## src/rtl/iecdrv_sd_arb.sv

```systemverilog
// Round-robin arbiter sharing one host SD block port among NUM_CH drive channels.
// One transfer is in flight at a time, with cancel and ack-timeout handling.
module iecdrv_sd_arb #(
    parameter int NUM_CH  = 4,
    parameter int LBA_W   = 32,
    parameter int TIMEOUT = 1048576
) (
    input  logic                      clk_sys,
    input  logic                      reset,
    input  logic [NUM_CH*LBA_W-1:0]   ch_lba,
    input  logic [NUM_CH-1:0]         ch_rd,
    input  logic [NUM_CH-1:0]         ch_wr,
    output logic [NUM_CH-1:0]         ch_ack,
    input  logic [NUM_CH*8-1:0]       ch_buff_din,
    output logic [NUM_CH-1:0]         ch_buff_wr,
    output logic [8:0]                ch_buff_addr,
    output logic [7:0]                ch_buff_dout,
    output logic [LBA_W-1:0]          sd_lba,
    output logic                      sd_rd,
    output logic                      sd_wr,
    input  logic                      sd_ack,
    input  logic [8:0]                sd_buff_addr,
    input  logic [7:0]                sd_buff_dout,
    output logic [7:0]                sd_buff_din,
    input  logic                      sd_buff_wr,
    output logic                      busy,
    output logic [2:0]                grant,
    output logic                      timeout
);

    localparam int CNT_W = 32;

    typedef enum logic [1:0] {IDLE, REQ, XFER, DONE} state_t;

    state_t             state, state_nx;
    logic [2:0]         rr, rr_nx;
    logic [CNT_W-1:0]   wait_cnt;
    logic [NUM_CH-1:0]  req;
    logic               hit, pick_rd, gnt_req, tmo_hit, active;
    logic [2:0]         pick;
    logic [LBA_W-1:0]   pick_lba;
    int                 j;

    assign req          = ch_rd | ch_wr;
    assign active       = (state == REQ) || (state == XFER);
    assign busy         = (state != IDLE);
    assign ch_buff_addr = sd_buff_addr;
    assign ch_buff_dout = sd_buff_dout;
    assign tmo_hit      = (TIMEOUT != 0) && (wait_cnt == CNT_W'(TIMEOUT - 1));
    assign rr_nx        = (grant == 3'(NUM_CH - 1)) ? 3'd0 : grant + 3'd1;

    // Walk the offsets from the far end so the nearest requester to rr wins.
    always_comb begin
        hit      = 1'b0;
        pick     = 3'd0;
        pick_rd  = 1'b0;
        pick_lba = '0;
        j        = 0;
        for (int k = NUM_CH - 1; k >= 0; k--) begin
            j = int'(rr) + k;
            if (j >= NUM_CH) j = j - NUM_CH;
            for (int i = 0; i < NUM_CH; i++) begin
                if (i == j && req[i]) begin
                    hit  = 1'b1;
                    pick = 3'(i);
                end
            end
        end
        for (int i = 0; i < NUM_CH; i++) begin
            if (pick == 3'(i)) begin
                pick_rd  = ch_rd[i];
                pick_lba = ch_lba[i*LBA_W +: LBA_W];
            end
        end
    end

    // Only the granted channel sees the host handshake, and only while a transfer is live.
    always_comb begin
        gnt_req     = 1'b0;
        sd_buff_din = '0;
        ch_ack      = '0;
        ch_buff_wr  = '0;
        for (int i = 0; i < NUM_CH; i++) begin
            if (grant == 3'(i)) begin
                gnt_req = req[i];
                if (active) begin
                    sd_buff_din   = ch_buff_din[i*8 +: 8];
                    ch_ack[i]     = sd_ack;
                    ch_buff_wr[i] = sd_buff_wr;
                end
            end
        end
    end

    always_comb begin
        state_nx = state;
        case (state)
            IDLE: if (hit) state_nx = REQ;
            REQ: begin
                if (sd_ack)        state_nx = XFER;
                else if (!gnt_req) state_nx = IDLE;
                else if (tmo_hit)  state_nx = IDLE;
            end
            XFER: if (!sd_ack) state_nx = DONE;
            DONE: state_nx = IDLE;
            default: state_nx = IDLE;
        endcase
    end

    always_ff @(posedge clk_sys) begin
        if (reset) begin
            state    <= IDLE;
            rr       <= 3'd0;
            grant    <= 3'd0;
            sd_lba   <= '0;
            sd_rd    <= 1'b0;
            sd_wr    <= 1'b0;
            wait_cnt <= '0;
            timeout  <= 1'b0;
        end else begin
            state   <= state_nx;
            timeout <= 1'b0;
            case (state)
                IDLE: begin
                    if (hit) begin
                        grant    <= pick;
                        sd_lba   <= pick_lba;
                        sd_rd    <= pick_rd;
                        sd_wr    <= ~pick_rd;
                        wait_cnt <= '0;
                    end
                end
                REQ: begin
                    if (wait_cnt != '1) wait_cnt <= wait_cnt + CNT_W'(1);
                    if (state_nx != REQ) begin
                        sd_rd <= 1'b0;
                        sd_wr <= 1'b0;
                    end
                    // A cancel leaves rr alone; a timeout moves past the stuck channel.
                    if (!sd_ack && gnt_req && tmo_hit) begin
                        timeout <= 1'b1;
                        rr      <= rr_nx;
                    end
                end
                DONE: rr <= rr_nx;
                default: ;
            endcase
        end
    end

endmodule

```

## config.mk

```make
export PLATFORM = sky130hd
export DESIGN_NAME = iecdrv_sd_arb
export DESIGN_NICKNAME = d
export VERILOG_FILES = /design/src/rtl/iecdrv_sd_arb.sv
export SDC_FILE = /design/constraint.sdc
export NUM_CORES = 1
export LEC_CHECK = 0
export BUFFER_PORTS_ARGS = -buffer_cell sky130_fd_sc_hd__buf_2
export CORE_MARGIN = 2
export CORE_UTILIZATION = 40
export DETAILED_ROUTE_END_ITERATION = 12
export HOLD_SLACK_MARGIN = 0.03
export PLACE_DENSITY = 0.8
export SLEW_MARGIN = 25
export SYNTH_ARGS = -nofsm -noshare
export SYNTH_HDL_FRONTEND = slang
export SYNTH_SLANG_ARGS = --single-unit
export TNS_END_PERCENT = 30
```

## constraint.sdc

```tcl
create_clock -name clk_sys -period 6.1 [get_ports clk_sys]
set_input_delay 0.305 -clock clk_sys [delete_from_list [all_inputs] [get_ports clk_sys]]
set_output_delay 0.305 -clock clk_sys [all_outputs]
set_load 0.02 [all_outputs]
```

==> results.md, run 1 <==
- Run status: complete, no violations
- Final setup fails: 0
- Hpwl dp: 10.41 mm
- Maximum vdd drop: 0.0001132 V
- Top_reg_cell synth: dfxtp_1
- Critical path arrival: 2380 ps
- Fmax: 371.8 MHz
- Vias in the first global route: 4465
- Worst hold margin: 312.3 ps
- Clock transition at path regs: 50 ps
- Ratio of cells with drive above 1 in the final layout: 35.01%
- Nets: 968
- Seq/Total Area, Yosys: 30.26%
- Yosys reg bits: 73
- Worst slew margin: 48.80%
- First-pass GRT wire length: 21.62 mm
- Multi-input logic area: just over 3000 um^2
- Vias per cell: 5.365
- Drc violations: 0
- Grt ovf: 0
- # port buffers: between 200 and 250
- Post-synth top area cell: dfxtp_1
- Core ar.: 11910 um^2
- RSZ-0062 raised after global routing: false
- CTS-repair resized insts: 0
- Commonest non-fill, non-tap cell in the layout: buf_2
- CTS Sinks: 73
- Clock skew: 8.244 ps
- Comb power frac: 23.4%
- Worst path required time: 5790 ps
- Layout fillers: 1131
- Syn. warnings: 0
- Die height: 113.9 um
- Buf/Inv on CP: 2
- Largest net degree at the start of global routing: 34
- Internal power: between 0.9 and 1 mW
- Cts bufs inserted: 9
- Routed WL: 13.77 mm
- Switching pwr: 0.3845 mW
- R2R setup slack: 3510 ps
- Post-route ant nets: 0
- Tot GR Track Use: 20.54%
- PD cells: 210.8 nW/um^2
- Total Power: between 1 and 1.5 mW
- FF+latch area: 1461 um^2
- CTS tree: done
- Critical-path cell list: inv_1 -> ha_1 -> nor2b_1 -> a22oi_1 -> nor2_1 -> a21oi_1 -> o21ai_0 -> and2_1 -> buf_2
- Starting DRT DRC Count: 250
- Hold WC Path Type: primary input to register
- CTS Root Cell: clkbuf_16
- Setup bufs post-CTS: 0
- CTS Hold Buffers Added: 0
- Largest stage delay, worst path: 480 ps
- Max-slew violations: 0
- Post-synth design cell area: 4830 um^2
- Critical-path maximum fanout: 13
- Sw frac: between 20 and 30%
- Worst setup SP type: register
- Largest delay share family, worst path: simple AND/OR/NAND/NOR gates
- Via count: 4941
- Post-synth EDFFs: 0
- Num rows: 40
- Setup CP Type: register to output port
- Area contributors post-synth: dfxtp_1, mux2i_1, a32o_1, nand2_1, nor2_1
- Clock power frac: 36.8%
- TNS Setup: 0 ps
- Hold Vio Cnt, Final: 0
- I/O Pins: 261
- Sequential Power Share: about two fifths
- Die width: 113.9 um
- Post-Route Utilization: between 50% and 60%
- Final Critical Period: 2690 ps
- Worst Tran Pin Value: approximately 760 ps
- Clock Path Buffers: 2
- Most frequent cells in the layout: buf_2, nand2_1, dfxtp_1, mux2i_1, nor2_1
- Placement-stage cell area: 5922 um^2
- Non-Filler Cell Area, Final: 6192 um^2
- WL per Instance: 14.95 um
- Die area: 12970 um^2
- Leakage: 2.783 nW
- Slowest-stage cell, CP: nor2b_1
- Mapped Cells: 583
- Syn Nets: approximately 800
- Fin crit share: 44.10%
- Antenna violations before repair: 1
- Initial core utilization: 40.55%
- Synth top area share: between 30% and 40%
- Synthesis-to-layout area growth: 28.21%
- Max Cap Violations: 0
- CP endpoint kind: output port
- Async SR Flop Fraction: 0%
- N_diodes: 0
- Mean Syn Cell Area: between 8 and 9 um^2
- # H-tree levels: 3
- Yosys cell types: 60
- DRT Pass-1 Iters: 5
- Worst skew pair latency: 330 ps
- GP Congestion: 0.8544
[worst reg2reg max path: cells and delay by family (launching register included)]
kind	cells	cell delay, ps
AO/OA/AOI/OAI	4	1000
flip-flops	1	420
buffers and inverters	1	90
adder cells (fa/ha/maj)	1	420
AND/OR/NAND/NOR	2	530
[cell usage after synthesis (all sizes together) (9+ instances only)]
master / count
nand2: 84
dfxtp: 73
mux2i: 69
nor2: 54
a32o: 32
clkbuf: 29
buf: 28
a21oi: 21
xor2: 20
nand4: 18
and3: 14
o21ai: 14
and2: 12
nor3: 10
ha: 9
nand3: 9
[through the flow]
step	worst slack (ps)	instances
after floorplan	3766	583
after global placement	3517	906
after detailed placement	3515	906
after CTS	3378	921
after global routing	3146	921
final	3410	921
[state kept, by name, indices dropped and copies added (netlist names)]
name / count
timeout: 1
rr: 2
state: 2
sd_lba: 32
sd_wr: 1
wait_cnt: 32
sd_rd: 1
grant: 2
[power by group through the flow]
stage	Combinational (mW)	Clock, mW	Sequential, mW
6_report	0.306	0.481	0.519
5_1_grt	0.332	0.512	0.522
4_1_cts	0.306	0.494	0.519
3_5_place_dp	0.305	0	0.529
3_3_place_gp	0.302	0	0.528
2_1_floorplan	0.172	0	0.557
[cells by family after synthesis]
group / synth area share (%)
simple gates: 25.03
compound gates: 15.67
flops: 30.26
mux: 14.53
buf+inv: 7.021
xor+xnor: 5.078
fa+ha+maj: 2.332
other cells: 0.07765
[final timing paths]
check / startpoint / endpoint / cells past startpoint
hold reg to reg: sd_lba[31] / sd_lba[31] / 1
hold / removal: reset / rr[0] / 2
setup / recovery: grant[1] / sd_buff_din[4] / 9
setup reg to reg: grant[0] / sd_rd / 8
[per-layer routing]
metal  track usage (%)  vias to the layer above  part of all wire [%]
met3             4.942                       18                   6.8
li1                  -                     2465                     -
met1             25.26                     2268                    42
met4             6.911                        2                   1.6
met5                 0                        -                  0.12
met2             35.29                      188                    49
[layout make-up]
type / instances / area share (%)
clock buffer: 10 / 3.859
clock inverter: 5 / 0.5052
inverter: 8 / 0.4849
multi-input combinational: 445 / 49.42
sequential: 73 / 23.60
tap: 147 / 2.970
timing repair buffer: 233 / 19.16
(Power assumes the default switching activity.)
==> run 2, diff against run 1 <==
--- a/config.mk
+++ b/config.mk
@@ -5,12 +5,13 @@
 export SDC_FILE = /design/constraint.sdc
 export NUM_CORES = 1
 export LEC_CHECK = 0
+export ABC_AREA = 1
 export BUFFER_PORTS_ARGS = -buffer_cell sky130_fd_sc_hd__buf_2
 export CORE_MARGIN = 2
 export CORE_UTILIZATION = 40
 export DETAILED_ROUTE_END_ITERATION = 12
 export HOLD_SLACK_MARGIN = 0.03
-export PLACE_DENSITY = 0.8
+export PLACE_DENSITY = 0.81
 export SLEW_MARGIN = 25
 export SYNTH_ARGS = -nofsm -noshare
 export SYNTH_HDL_FRONTEND = slang
==> constraint.sdc (replaced) <==
create_clock -name clk_sys -period 2.4 [get_ports clk_sys]
set_input_delay 0.12 -clock clk_sys [delete_from_list [all_inputs] [get_ports clk_sys]]
set_output_delay 0.12 -clock clk_sys [all_outputs]
set_load 0.02 [all_outputs]
==> results.md, run 2 <==
- Run status: complete, no violations
- Area contributors post-synth: dfxtp_1, nand2_1, nand4_1, nand3_1, a21oi_1
- Worst hold margin: 115.6 ps
- Worst hold stages: 4
- Post-route ant nets: 0
- Vias in the first global route: 5991
- Dpl cells: 1221
- # port buffers: 225
- Place WS: 123.3 ps
- Syn Nets: 1048
- # H-tree levels: 3
- Antenna violations before repair: 1
- Ratio of cells with drive above 1 in the final layout: 31.42%
- Syn. warnings: 0
- Clock skew: 7.111 ps
- Maximum vdd drop: 0.0003129 V
- Commonest non-fill, non-tap cell in the layout: nand2_1
- Post-synth EDFFs: 0
- Post-synth design cell area: ~5300 um^2
- Hold WC Path Type: primary input to register
- Mapped Cells: 850
- Total Power: 3.888 mW
- Grt ovf: 0
- CP endpoint kind: register
- Synthesis-to-layout area growth: 36.21%
- GP Congestion: between 0.9 and 1
- Worst setup SP type: register
- Num rows: 42
- Synth cell count leaders: nand2_1, nand4_1, nand3_1
- Seq/Total Area, Yosys: 27.50%
- DRT Pass-1 Iters: 8
- Post-Route Utilization: 55.33%
- Regs by FF count: sd_lba (32), wait_cnt (32)
- CTS Root Cell: clkbuf_16
- Fmax: 433.3 MHz
- First-pass GRT wire length: 28.46 mm
- Starting DRT DRC Count: 494
- Top_reg_cell synth: dfxtp_1
- Worst slew margin: 60.36%
- Routed WL: 19.04 mm
- Worst skew pair latency: 350 ps
- Critical path arrival: 2580 ps
- Final setup fails: 0
- Core ar.: 13090 um^2
- Synth top area share: 27.50%
- Clock transition at path regs: 60 ps
- Cell with the most instances after synthesis: nand2_1
- TNS Setup: 0 ps
- Mean Syn Cell Area: around 6.3 um^2
- Clock Path Buffers: 2
- Worst path required time: ~2700 ps
- Largest net degree at the start of global routing: 64
- Cts bufs inserted: 9
- CTS Sinks: 73
- Tot GR Track Use: 24.48%
- Hpwl dp: 13.39 mm
- Die area: 14230 um^2
- Setup CP Type: register to register
- Final WS setup: 92.37 ps
- Leakage: 3.257 nW
- Via count: 6735
- CTS tree: done
- Yosys cell types: 40
- WL per Instance: 15.16 um
- Placement-stage cell area: 6594 um^2
- Critical-path maximum fanout: 35
- Max-slew violations: 0
- Initial core utilization: 40.62%
- Die width: around 120 um
- Async SR Flop Fraction: 0%
- Die height: 119.3 um
- Yosys reg bits: 73
- Max Cap Violations: 0
- I/O Pins: 261
- Most frequent cells in the layout: nand2_1, buf_2, nand4_1, nand3_1, dfxtp_1
- Non-Filler Instances: roughly 1.3k
- PD cells: about 540 nW/um^2
- Nets: 1272
- Worst Tran Pin Value: between 500 and 600 ps
- Drc violations: 0
- Final Critical Period: 2308 ps
- Non-Filler Cell Area, Final: 7239 um^2
- Reg2Reg Depth: 22
- Post-synth top area cell: dfxtp_1
- Fin crit share: 96.15%
- Hold Vio Cnt, Final: 0
- Vias per cell: around 5.4
-- run 2: cell count changes in the layout (fill, tap and decap cells not counted), moves of 10 or more --
cell and change:
nand2_2 +12, nand3_1 +67, a21oi_1 +47, mux2i_1 -69, buf_4 +34, nand4_1 +64, and3_1 -12, inv_1 +48
nor3_1 +10, a32o_1 -32, nand2_1 +150, and2_1 -11, xor2_1 -13
-- run 2: metal layers --
layer	up-vias	GRT usage, %	share of wire, %
li1	3332	-	-
met1	3001	31.25	41
met2	345	39.58	47
met3	57	5.220	8.6
met4	0	11.01	3.2
met5	-	0	0
-- run 2: worst paths after layout --
kind                            startpoint  slack, ps   endpoint
worst min-delay path                 reset        120      rr[1]
worst max-delay path                 rr[1]         90      sd_wr
worst max register to register       rr[1]         90      sd_wr
worst min register to register   sd_lba[6]        460  sd_lba[6]
-- run 2: kinds of logic (layout without fill, tap and decap cells) --
group | Yosys count | in the layout | synth area share (%)
xor gates and xnor gates | 12 | 12 | 1.977
AOI/OAI and AO/OA | 117 | 117 | 12.38
other | 1 | 2 | 0.07055
DFF | 73 | 73 | 27.50
adders and majority gates | 9 | 9 | 2.119
buffers and inverters | 130 | 359 | 11.58
and+or+nand+nor | 508 | 508 | 44.37
-- run 2: power breakdown --
group / switching [mW] / leakage, nW / internal (mW)
registers: 0.0483 / 0.598 / 1.29
logic: 0.682 / 2.51 / 0.458
clock network: 0.546 / 0.148 / 0.866
-- run 2: repair_timing --
action / in CTS / in global routing
hold buffers: 0 / 0
gates resized for setup: 0 / 29
setup endpoints to repair: 0 / 50
setup buffers: 0 / 13
-- run 2: cell type report --
| cell class | count | area, um^2 |
|---|---|---|
| Antenna cell | 1 | 2.502 |
| Clock buffer | 11 | 252.7 |
| Clock inverter | 5 | 62.56 |
| Fill cell | 1283 | 5846 |
| Inverter | 66 | 252.7 |
| Multi-Input combinational cell | 647 | 3318 |
| Sequential cell | 73 | 1470 |
| Tap cell | 176 | 220.2 |
| Timing Repair Buffer | 277 | 1660 |
-- run 2: worst max-delay path: stages (launching register included) --
cell and delay, ps:
dfxtp_4 390, inv_4 50, nor2_4 100, buf_4 130, nand2_2 50, nand2_2 60, nand2_1 40, nand2_1 50
nand2_1 40, nand2_1 50, nand2_1 50, nand2_1 70, nand2_1 50, nand2_1 80, nand2_2 110, nand2_8 120
buf_12 110, nand2_8 150, nand2_2 130, nand2_1 60, o21ai_1 140, nand2_1 70, a21oi_1 110
